===== config.mk =====
export PLATFORM = sky130hd
export DESIGN_NAME = chacha20_keystream_streamer_flat
export DESIGN_NICKNAME = d
export VERILOG_FILES = /design/src/rtl/chacha20_keystream_streamer_if.sv /design/src/rtl/chacha20_keystream_streamer.sv /design/src/flat_wrapper.sv
export SDC_FILE = /design/constraint.sdc
export NUM_CORES = 2
export LEC_CHECK = 0
export CAP_MARGIN = 25
export CORE_AREA = 2 2 631 633
export DETAILED_ROUTE_END_ITERATION = 12
export DIE_AREA = 0 0 633 635
export PLACE_DENSITY = 0.44
export SYNTH_ARGS = -nofsm -noshare
export SYNTH_HDL_FRONTEND = slang
export SYNTH_SLANG_ARGS = --single-unit

===== constraint.sdc =====
create_clock -name clock -period 2 [get_ports clock]
set_input_delay 0.3 -clock clock [delete_from_list [all_inputs] [get_ports clock]]
set_output_delay 0.3 -clock clock [all_outputs]
set_load 0.005 [all_outputs]

===== src/rtl/chacha20_keystream_streamer_if.sv =====
// Bundle of configuration, encoder-control and keystream-stream signals for
// chacha20_keystream_streamer; master = streamer side, slave = surrounding logic.
interface chacha20_keystream_streamer_if #(
  parameter int WORD_WIDTH = 32
);
  logic [511:0]          cfg_state;
  logic                  cfg_load;
  logic                  enable;
  logic [511:0]          enc_round_input;
  logic                  enc_set_state;
  logic                  enc_start_round;
  logic                  enc_finished;
  logic [511:0]          enc_round_output;
  logic [WORD_WIDTH-1:0] out_data;
  logic                  out_valid;
  logic                  out_ready;
  logic                  busy;
  logic [31:0]           block_count;

  modport master (
    input  cfg_state, cfg_load, enable, enc_finished, enc_round_output, out_ready,
    output enc_round_input, enc_set_state, enc_start_round, out_data, out_valid,
           busy, block_count
  );

  modport slave (
    output cfg_state, cfg_load, enable, enc_finished, enc_round_output, out_ready,
    input  enc_round_input, enc_set_state, enc_start_round, out_data, out_valid,
           busy, block_count
  );
endinterface


===== src/rtl/chacha20_keystream_streamer.sv =====
// Drives a ChaCha20 serial encoder with zero plaintext and streams the resulting
// 512-bit keystream blocks as WORD_WIDTH-bit words, with one block of prefetch.
module chacha20_keystream_streamer #(
  parameter int WORD_WIDTH = 32
) (
  input  logic clock,
  input  logic clear_n,
  chacha20_keystream_streamer_if.master bus
);
  localparam int WPB   = 512 / WORD_WIDTH;
  localparam int IDX_W = $clog2(WPB);

  typedef enum logic [1:0] {
    E_IDLE      = 2'd0,
    E_WAIT_LOW  = 2'd1,
    E_WAIT_HIGH = 2'd2
  } e_state_t;

  e_state_t             r_state;
  logic [511:0]         r_cfg;
  logic                 r_configured;
  logic                 r_cfg_pending;
  logic                 r_discard;
  logic [511:0]         r_round_input;
  logic                 r_set_state;
  logic                 r_start_round;
  logic [511:0]         r_pend;
  logic                 r_pend_valid;
  logic [511:0]         r_buf;
  logic                 r_buf_valid;
  logic [IDX_W-1:0]     r_idx;
  logic [31:0]          r_block_count;

  e_state_t             w_state_next;
  logic                 w_set_next;
  logic                 w_start_next;
  logic [511:0]         w_round_next;
  logic                 w_capture;
  logic                 w_done;
  logic                 w_accept;
  logic                 w_last;
  logic                 w_reload;

  assign w_done   = (r_state == E_WAIT_HIGH) && bus.enc_finished;
  assign w_accept = r_buf_valid && bus.out_ready;
  assign w_last   = w_accept && (r_idx == IDX_W'(WPB - 1));
  assign w_reload = r_pend_valid && (!r_buf_valid || w_last);

  // A start is held off while a set_state pulse is still on the wire so the
  // encoder never sees the two commands back to back.
  always_comb begin
    w_state_next = r_state;
    w_set_next   = 1'b0;
    w_start_next = 1'b0;
    w_round_next = r_round_input;
    w_capture    = 1'b0;
    case (r_state)
      E_IDLE: begin
        if (!bus.cfg_load) begin
          if (r_cfg_pending && bus.enc_finished) begin
            w_set_next   = 1'b1;
            w_round_next = r_cfg;
          end else if (r_configured && bus.enable && !r_cfg_pending && !r_pend_valid &&
                       bus.enc_finished && !r_set_state) begin
            w_start_next = 1'b1;
            w_round_next = '0;
            w_state_next = E_WAIT_LOW;
          end
        end
      end
      E_WAIT_LOW: begin
        if (!bus.enc_finished) begin
          w_state_next = E_WAIT_HIGH;
        end
      end
      E_WAIT_HIGH: begin
        if (bus.enc_finished) begin
          w_state_next = E_IDLE;
          w_capture    = !r_discard && !bus.cfg_load;
        end
      end
      default: w_state_next = E_IDLE;
    endcase
  end

  always_ff @(posedge clock or negedge clear_n) begin
    if (!clear_n) begin
      r_state       <= E_IDLE;
      r_cfg         <= '0;
      r_configured  <= 1'b0;
      r_cfg_pending <= 1'b0;
      r_discard     <= 1'b0;
      r_round_input <= '0;
      r_set_state   <= 1'b0;
      r_start_round <= 1'b0;
    end else begin
      r_state       <= w_state_next;
      r_round_input <= w_round_next;
      r_set_state   <= w_set_next;
      r_start_round <= w_start_next;
      if (bus.cfg_load) begin
        r_cfg         <= bus.cfg_state;
        r_cfg_pending <= 1'b1;
        r_configured  <= 1'b1;
        // A reload landing on the completion edge already drops that result.
        r_discard     <= (r_state != E_IDLE) && !w_done;
      end else begin
        if (w_set_next) begin
          r_cfg_pending <= 1'b0;
        end
        if (w_done) begin
          r_discard <= 1'b0;
        end
      end
    end
  end

  always_ff @(posedge clock or negedge clear_n) begin
    if (!clear_n) begin
      r_pend        <= '0;
      r_pend_valid  <= 1'b0;
      r_buf         <= '0;
      r_buf_valid   <= 1'b0;
      r_idx         <= '0;
      r_block_count <= '0;
    end else if (bus.cfg_load) begin
      r_pend_valid  <= 1'b0;
      r_buf_valid   <= 1'b0;
      r_idx         <= '0;
      r_block_count <= '0;
    end else begin
      if (w_reload) begin
        r_buf         <= r_pend;
        r_buf_valid   <= 1'b1;
        r_pend_valid  <= 1'b0;
        r_idx         <= '0;
        r_block_count <= r_block_count + 32'd1;
      end else if (w_accept) begin
        r_buf <= r_buf >> WORD_WIDTH;
        if (w_last) begin
          r_idx       <= '0;
          r_buf_valid <= 1'b0;
        end else begin
          r_idx <= r_idx + 1'b1;
        end
      end
      if (w_capture) begin
        r_pend       <= bus.enc_round_output;
        r_pend_valid <= 1'b1;
      end
    end
  end

  assign bus.enc_round_input = r_round_input;
  assign bus.enc_set_state   = r_set_state;
  assign bus.enc_start_round = r_start_round;
  assign bus.out_data        = r_buf[WORD_WIDTH-1:0];
  assign bus.out_valid       = r_buf_valid;
  assign bus.busy            = (r_state != E_IDLE);
  assign bus.block_count     = r_block_count;
endmodule

===== src/flat_wrapper.sv =====
// flat-port wrapper written by rule: the top's interface ports become plain ports
module chacha20_keystream_streamer_flat 
#(
  parameter int WORD_WIDTH = 32
)
  (clock, clear_n, bus_cfg_state, bus_cfg_load, bus_enable, bus_enc_finished, bus_enc_round_output, bus_out_ready, bus_enc_round_input, bus_enc_set_state, bus_enc_start_round, bus_out_data, bus_out_valid, bus_busy, bus_block_count);
  chacha20_keystream_streamer_if #(.WORD_WIDTH(WORD_WIDTH)) bus_i ();
  input  logic clock;
  input  logic clear_n;
  input wire logic [$bits(bus_i.cfg_state)-1:0] bus_cfg_state;
  input wire logic [$bits(bus_i.cfg_load)-1:0] bus_cfg_load;
  input wire logic [$bits(bus_i.enable)-1:0] bus_enable;
  input wire logic [$bits(bus_i.enc_finished)-1:0] bus_enc_finished;
  input wire logic [$bits(bus_i.enc_round_output)-1:0] bus_enc_round_output;
  input wire logic [$bits(bus_i.out_ready)-1:0] bus_out_ready;
  output wire logic [$bits(bus_i.enc_round_input)-1:0] bus_enc_round_input;
  output wire logic [$bits(bus_i.enc_set_state)-1:0] bus_enc_set_state;
  output wire logic [$bits(bus_i.enc_start_round)-1:0] bus_enc_start_round;
  output wire logic [$bits(bus_i.out_data)-1:0] bus_out_data;
  output wire logic [$bits(bus_i.out_valid)-1:0] bus_out_valid;
  output wire logic [$bits(bus_i.busy)-1:0] bus_busy;
  output wire logic [$bits(bus_i.block_count)-1:0] bus_block_count;
  assign bus_i.cfg_state = bus_cfg_state;
  assign bus_i.cfg_load = bus_cfg_load;
  assign bus_i.enable = bus_enable;
  assign bus_i.enc_finished = bus_enc_finished;
  assign bus_i.enc_round_output = bus_enc_round_output;
  assign bus_i.out_ready = bus_out_ready;
  assign bus_enc_round_input = bus_i.enc_round_input;
  assign bus_enc_set_state = bus_i.enc_set_state;
  assign bus_enc_start_round = bus_i.enc_start_round;
  assign bus_out_data = bus_i.out_data;
  assign bus_out_valid = bus_i.out_valid;
  assign bus_busy = bus_i.busy;
  assign bus_block_count = bus_i.block_count;
  chacha20_keystream_streamer #(.WORD_WIDTH(WORD_WIDTH)) u_core (.clock(clock), .clear_n(clear_n), .bus(bus_i));
endmodule

Yosys cells after proc, flatten, opt, wreduce, memory -nomap -nowiden
Cells that the tools add are included.
{"block": "op_classes", "n_addsub": 2, "eq_ne": 8, "n_mux": 36, "n_bitwise": 1, "n_reduce_logical": 35}
{"cell": "2-to-1 mux 512 bit", "n": 4}
{"cell": "2-to-1 mux 32 bit", "n": 2}
{"cell": "adder 32 x 1 -> 32 bit, second input constant", "n": 1}
{"cell": "2-to-1 mux 1 bit", "n": 20}
{"cell": "2-to-1 mux 4 bit", "n": 4}
{"cell": "logical AND 1 bit", "n": 12}
{"cell": "nonzero test 2 bit", "n": 6}
{"cell": "2-to-1 mux 2 bit", "n": 5}
{"cell": "nonzero test 3 bit", "n": 3}
{"cell": "inequality test 2 bit, second input constant", "n": 4}
{"cell": "zero test 1 bit", "n": 7}
{"cell": "one-hot mux 2 bit (3 select lines)", "n": 1}
{"cell": "AND reduction 2 bit", "n": 3}
{"cell": "AND reduction 5 bit", "n": 1}
{"cell": "adder 4 x 1 -> 4 bit, second input constant", "n": 1}
{"cell": "equality test 4 bit, second input constant", "n": 1}
{"cell": "AND reduction 3 bit", "n": 1}
{"cell": "equality test 2 x 1 -> 1 bit, second input constant", "n": 1}
{"cell": "equality test 2 bit, second input constant", "n": 1}
{"cell": "zero test 2 bit", "n": 1}
{"cell": "inequality test 2 x 1 -> 1 bit, second input constant", "n": 1}
{"cell": "logical OR 1 bit", "n": 1}
{"cell": "inverter 1 bit", "n": 1}
{"block": "totals", "register_bits": 2093, "output_inout_bits": 580, "word_cells": 96}

Longest topological paths before layout
{"block": "logic_depth", "word_depth": 9, "depth_mapped": 9, "ltp_nobuf": 6}

Worst setup path after synthesis
No wires, ideal clock.
{"block": "synth_timing", "kind": "register -> register", "startpoint": "register u_core.r_idx[0]", "endpoint": "register u_core.r_buf[451]", "setup_ns": 0.082, "arrival_time_ns": 1.907, "path_slack_ns": 0.011, "stages_incl_launch_ff": 10, "path_buffers": 3, "period_less_slack_ns": 1.989, "path_cell_list": "dfrtp_1 > ha_1 > nand4_4 > nand2_1 > nand2_1 > buf_2 > clkbuf_1 > buf_1 > nand2_1 > a31oi_1"}
{"block": "synth_via", "elab_chain_cells": 6, "word_cells_on_any_way": 7, "classes_between": "eq/ne (1); mux (1); reduce/logical (5)"}
{"element": "start, declared", "line_no": "chacha20_keystream_streamer.sv:31", "source": "logic [IDX_W-1:0] r_idx;"}
{"element": "start signal, assigned", "line_no": "chacha20_keystream_streamer.sv:144", "source": "r_idx <= r_idx + 1'b1;"}
{"element": "equality test 4 bit *", "line_no": "chacha20_keystream_streamer.sv:46", "source": "assign w_last = w_accept && (r_idx == IDX_W'(WPB - 1));"}
{"element": "logical AND 1 bit *", "line_no": "chacha20_keystream_streamer.sv:46"}
{"element": "logical OR 1 bit *", "line_no": "chacha20_keystream_streamer.sv:47", "source": "assign w_reload = r_pend_valid && (!r_buf_valid || w_last);"}
{"element": "logical AND 1 bit *", "line_no": "chacha20_keystream_streamer.sv:47"}
{"element": "nonzero test 2 bit (no source line)"}
{"element": "AND reduction 2 bit (no source line)"}
{"element": "end signal, assigned", "line_no": "chacha20_keystream_streamer.sv:133", "source": "r_buf <= r_pend;"}
{"element": "end signal, assigned", "line_no": "chacha20_keystream_streamer.sv:139", "source": "r_buf <= r_buf >> WORD_WIDTH;"}
{"element": "end, declared", "line_no": "chacha20_keystream_streamer.sv:29", "source": "logic [511:0] r_buf;"}
Mark *: on every way between the ends. The rest lies on a longest branch, timed or not.
A chain may end at the register's enable or synchronous reset.

Worst setup path after layout
{"block": "layout_timing", "startpoint": "register u_core.r_set_state (netlist: u_core.bus.enc_set_state)", "endpoint": "register u_core.r_round_input[293] (netlist: u_core.bus.enc_round_input[293])"}
{"block": "layout_via", "elab_chain_cells": 4}
{"element": "start, declared", "line_no": "chacha20_keystream_streamer.sv:25", "source": "logic r_set_state;"}
{"element": "start signal, assigned", "line_no": "chacha20_keystream_streamer.sv:99", "source": "r_set_state <= w_set_next;"}
{"element": "zero test 1 bit", "line_no": "chacha20_keystream_streamer.sv:64", "source": "bus.enc_finished && !r_set_state) begin"}
{"element": "logical AND 1 bit", "line_no": "chacha20_keystream_streamer.sv:64"}
{"element": "nonzero test 2 bit (no source line)"}
{"element": "AND reduction 3 bit (no source line)"}
{"element": "end signal, assigned", "line_no": "chacha20_keystream_streamer.sv:98", "source": "r_round_input <= w_round_next;"}
{"element": "end, declared", "line_no": "chacha20_keystream_streamer.sv:24", "source": "logic [511:0] r_round_input;"}
No other way between the ends.

==> flow_summary.yaml <==
logic_synthesis:
  seq_area_frac_synth: 0.647
  synth_nets: 7427
  syn_avg_cell_area_um2: 12.7
  synth_most_common_cell: "dfrtp_1"
  synth_area_leader_cell: "dfrtp_1"
  synthArstFlopShare: 1.00
  synth_cell_type_count: 44
  synth_area_um2: 81000
  ys_ff_latch: 2093
  yosysTopAreaCellShare: 0.647
  synth_enable_flop_cells: 0
  synth_warnings: 0
  syn_inst: 6395
  synth_flop_cell: "dfrtp_1"
  synth_common_cells: "2093 x dfrtp_1, 1127 x nand2_1, 1025 x mux2_2"
  synth_area_leaders: "dfrtp_1 65%, mux2_2 14%, nand2_1 5.2%"
clocking:
  tritoncts: "yes"
  clk_path_buf_depth: 4
  clkSinkCount: 2093
  clk_pin_slew_ps: 60
  clkLatencyLatePin_ps: 870
  cts_buffers: 262
  clock-root-buffer: "clkbuf_16"
  htreeDepth: 5
layout:
  utilization: 0.312
  area_growth_pct: 52.2
  drive_gt1_frac: 0.215
  nNetsFinal: 9975
  fillers: 39958
route:
  drc: 0
  wire_per_inst_um: 23.4
  ant_nets: 0
  num_vias: 61197
  dr.pass1.iters: 6
  via_per_inst: 4.24
  wirelength_um: 337000
  drtIter0Drc: 3837
floorplanning:
  die_x_um: 633
  initial_core_util: 0.205
  ios: 1610
  core_area_um2: 395000
  dieArea_um2: 402000
  die_y_um: 635
  fp-row-count: 231
worst_setup_path:
  cp_max_fo: 23
  cp-end-kind: "flip-flop"
  critical_path_class: "flip-flop to flip-flop"
  crit_required_ps: 2710
  worstReg2RegEnd: "u_core.bus.enc_round_input[293]"
  cp-start-kind: "flip-flop"
  worstRegToRegCells: 6
  cp.arrival_ps: 3180
  rr_startpoint: "u_core.bus.enc_set_state"
  reg2reg_slack_ps: -460
  cp-startpoint: "u_core.bus.enc_set_state"
run:
  cap_violations: 0
power_and_ir_drop:
  seqPwrFrac: 0.448
  total_leakage_power_nw: 53.3
  max-vdd-ir-drop_mv: 0.596
  fin_total_pwr_w: 0.135
  p_comb_frac: 0.197
  netSwitchingPower_w: 0.0389
  clkPwrFrac: 0.355
  switching_share: 0.287
  p_int_w: 0.0965
  power_density_nw_per_um2: 1100
global_route:
  track_usage: 0.162
  grt_overflow: 0
  grt_pass1_wl_um: 478000
  grt_antenna_before_repair: 142
  grt_pass1_vias: 64611
  grt_max_degree: 97
sta:
  period_needed_ps: 2460
  hold_viol_final: 0
  layout_setup_ws_ps: -464
  grt_setup_unrepaired: "yes"
  slew_headroom: 0.434
  slew_violations: 0
  min_period_over_period: 1.23
  whs_ps: 79.0
  finalSetupTns_ps: -246730
  max_freq_ghz: 0.406
  worst_pin_slew_ps: 848
  setup_violations: 1455
  fin_skew_ps: 50.5
placement:
  port-buffer-count: 1609
  hpwlAfterDp_um: 250000
  place_congestion: 0.824
status:
  outcome: "complete, but fails checks"
  violations: "negative setup slack"
min_path:
  hp-class: "input pin to async pin"
-- worst max path at each step --
stage / to / slack [ps]
finish: u_core.bus.enc_round_input[293] / -460
global route: u_core.bus.enc_round_input[225] / -460
CTS: u_core.bus.enc_round_input[27] / -500
detailed placement: u_core.bus.enc_round_input[210] / -800
global placement: u_core.bus.enc_round_input[25] / -800
floorplan: u_core.r_buf[451] / 10
-- cells in the final DEF, fill, tap and decap left out, drive strengths merged, types with 2 or more instances in the layout --
cell type | synthesis | final
dfrtp | 2093 | 2093
clkdlybuf4s50 | 0 | 1598
nand2 | 1128 | 1128
mux2 | 1025 | 1025
dlygate4sd3 | 0 | 705
nor2 | 510 | 510
a31oi | 480 | 480
a22o | 472 | 472
buf | 256 | 457
clkbuf | 239 | 386
clkinv | 0 | 52
nand3 | 47 | 47
o21ai | 43 | 43
diode | 0 | 38
xor2 | 20 | 20
inv | 5 | 17
bufinv | 0 | 15
nand4 | 13 | 13
clkinvlp | 0 | 11
a21oi | 10 | 10
xnor2 | 8 | 8
nor3 | 6 | 6
bufbuf | 0 | 5
and4 | 4 | 4
o31ai | 4 | 4
or4 | 4 | 4
a21o | 3 | 3
and2 | 3 | 3
nor4 | 3 | 3
nor2b | 2 | 2
and3 | 2 | 2
mux2i | 2 | 2
ha | 2 | 2
or3 | 2 | 2
a211oi | 2 | 2
-- layer usage --
layer  track usage  share of wire  up-vias
met4        0.0448          0.028       44
met1         0.208           0.43    31197
met5             0        0.00086        -
li1              -              -    27570
met3        0.0323          0.055      568
met2         0.277           0.49     1818
-- stage by stage --
step,std cells,cell area (um^2),worst slack [ps]
after global routing,14418,123000,-455
final,14422,123000,-464
after floorplan,6395,81000,10.8
after detailed placement,13156,106000,-804
after CTS,14367,123000,-498
after global placement,13156,106000,-805
-- layout make-up --
class | instances | area [um^2] | share of cell area
sequential | 2093 | 52400 | 0.425
timing repair buffer | 2779 | 29300 | 0.238
multi-input combinational | 3802 | 26200 | 0.213
clock buffer | 373 | 7600 | 0.0616
tap | 5242 | 6560 | 0.0532
clock inverter | 90 | 1040 | 0.00844
antenna | 38 | 95.1 | 0.000771
inverter | 5 | 18.8 | 0.000152
-- worst max-delay path, stage by stage, from the launching register on --
cell and delay, ps:
dfrtp_2 440, nand4b_1 280, or3_4 390, a211o_4 390, buf_12 180, buf_16 270
a22o_1 190
-- registers in the layout (all words and copies together), names as in the netlist --
register	flops
u_core.r_configured	1
u_core.bus.block_count	32
u_core.bus.out_valid	1
u_core.r_state	2
u_core.r_discard	1
u_core.r_idx	4
u_core.r_pend_valid	1
u_core.r_cfg_pending	1
u_core.bus.enc_round_input	512
u_core.r_pend	512
u_core.bus.enc_set_state	1
u_core.bus.enc_start_round	1
u_core.r_cfg	512
u_core.r_buf	512
-- repair_timing --
action | 4_1_cts | 5_1_grt
pin swaps | 11 | 13
hold buffers | 705 | 0
hold endpoints to repair | 2009 | 0
setup buffers | 16 | 1
cloned | 27 | 16
resized for setup | 95 | 55
setup endpoints to repair | 1385 | 2035
-- power groups by stage --
| stage | clock network, W | registers, W | logic, W |
|---|---|---|---|
| after global routing | 0.0513 | 0.0619 | 0.0292 |
| after CTS | 0.0496 | 0.0608 | 0.0271 |
| after global placement | 0 | 0.0613 | 0.0247 |
| final | 0.0481 | 0.0606 | 0.0267 |
| after floorplan | 0 | 0.0576 | 0.0119 |
| after detailed placement | 0 | 0.0615 | 0.0251 |
-- cell families (layout without fill, tap and decap cells) --
| family | after synthesis | in the layout | share of synthesized area |
|---|---|---|---|
| flops | 2093 | 2093 | 0.647 |
| simple gates | 1728 | 1728 | 0.0828 |
| mux | 1027 | 1027 | 0.143 |
| compound gates | 1017 | 1017 | 0.0928 |
| buf+inv | 500 | 3247 | 0.0316 |
| xor+xnor | 28 | 28 | 0.00303 |
| fa+ha+maj | 2 | 2 | 0.000309 |
| other cells | 0 | 38 | 0 |
No activity file was read; power rests on OpenSTA's default activity.
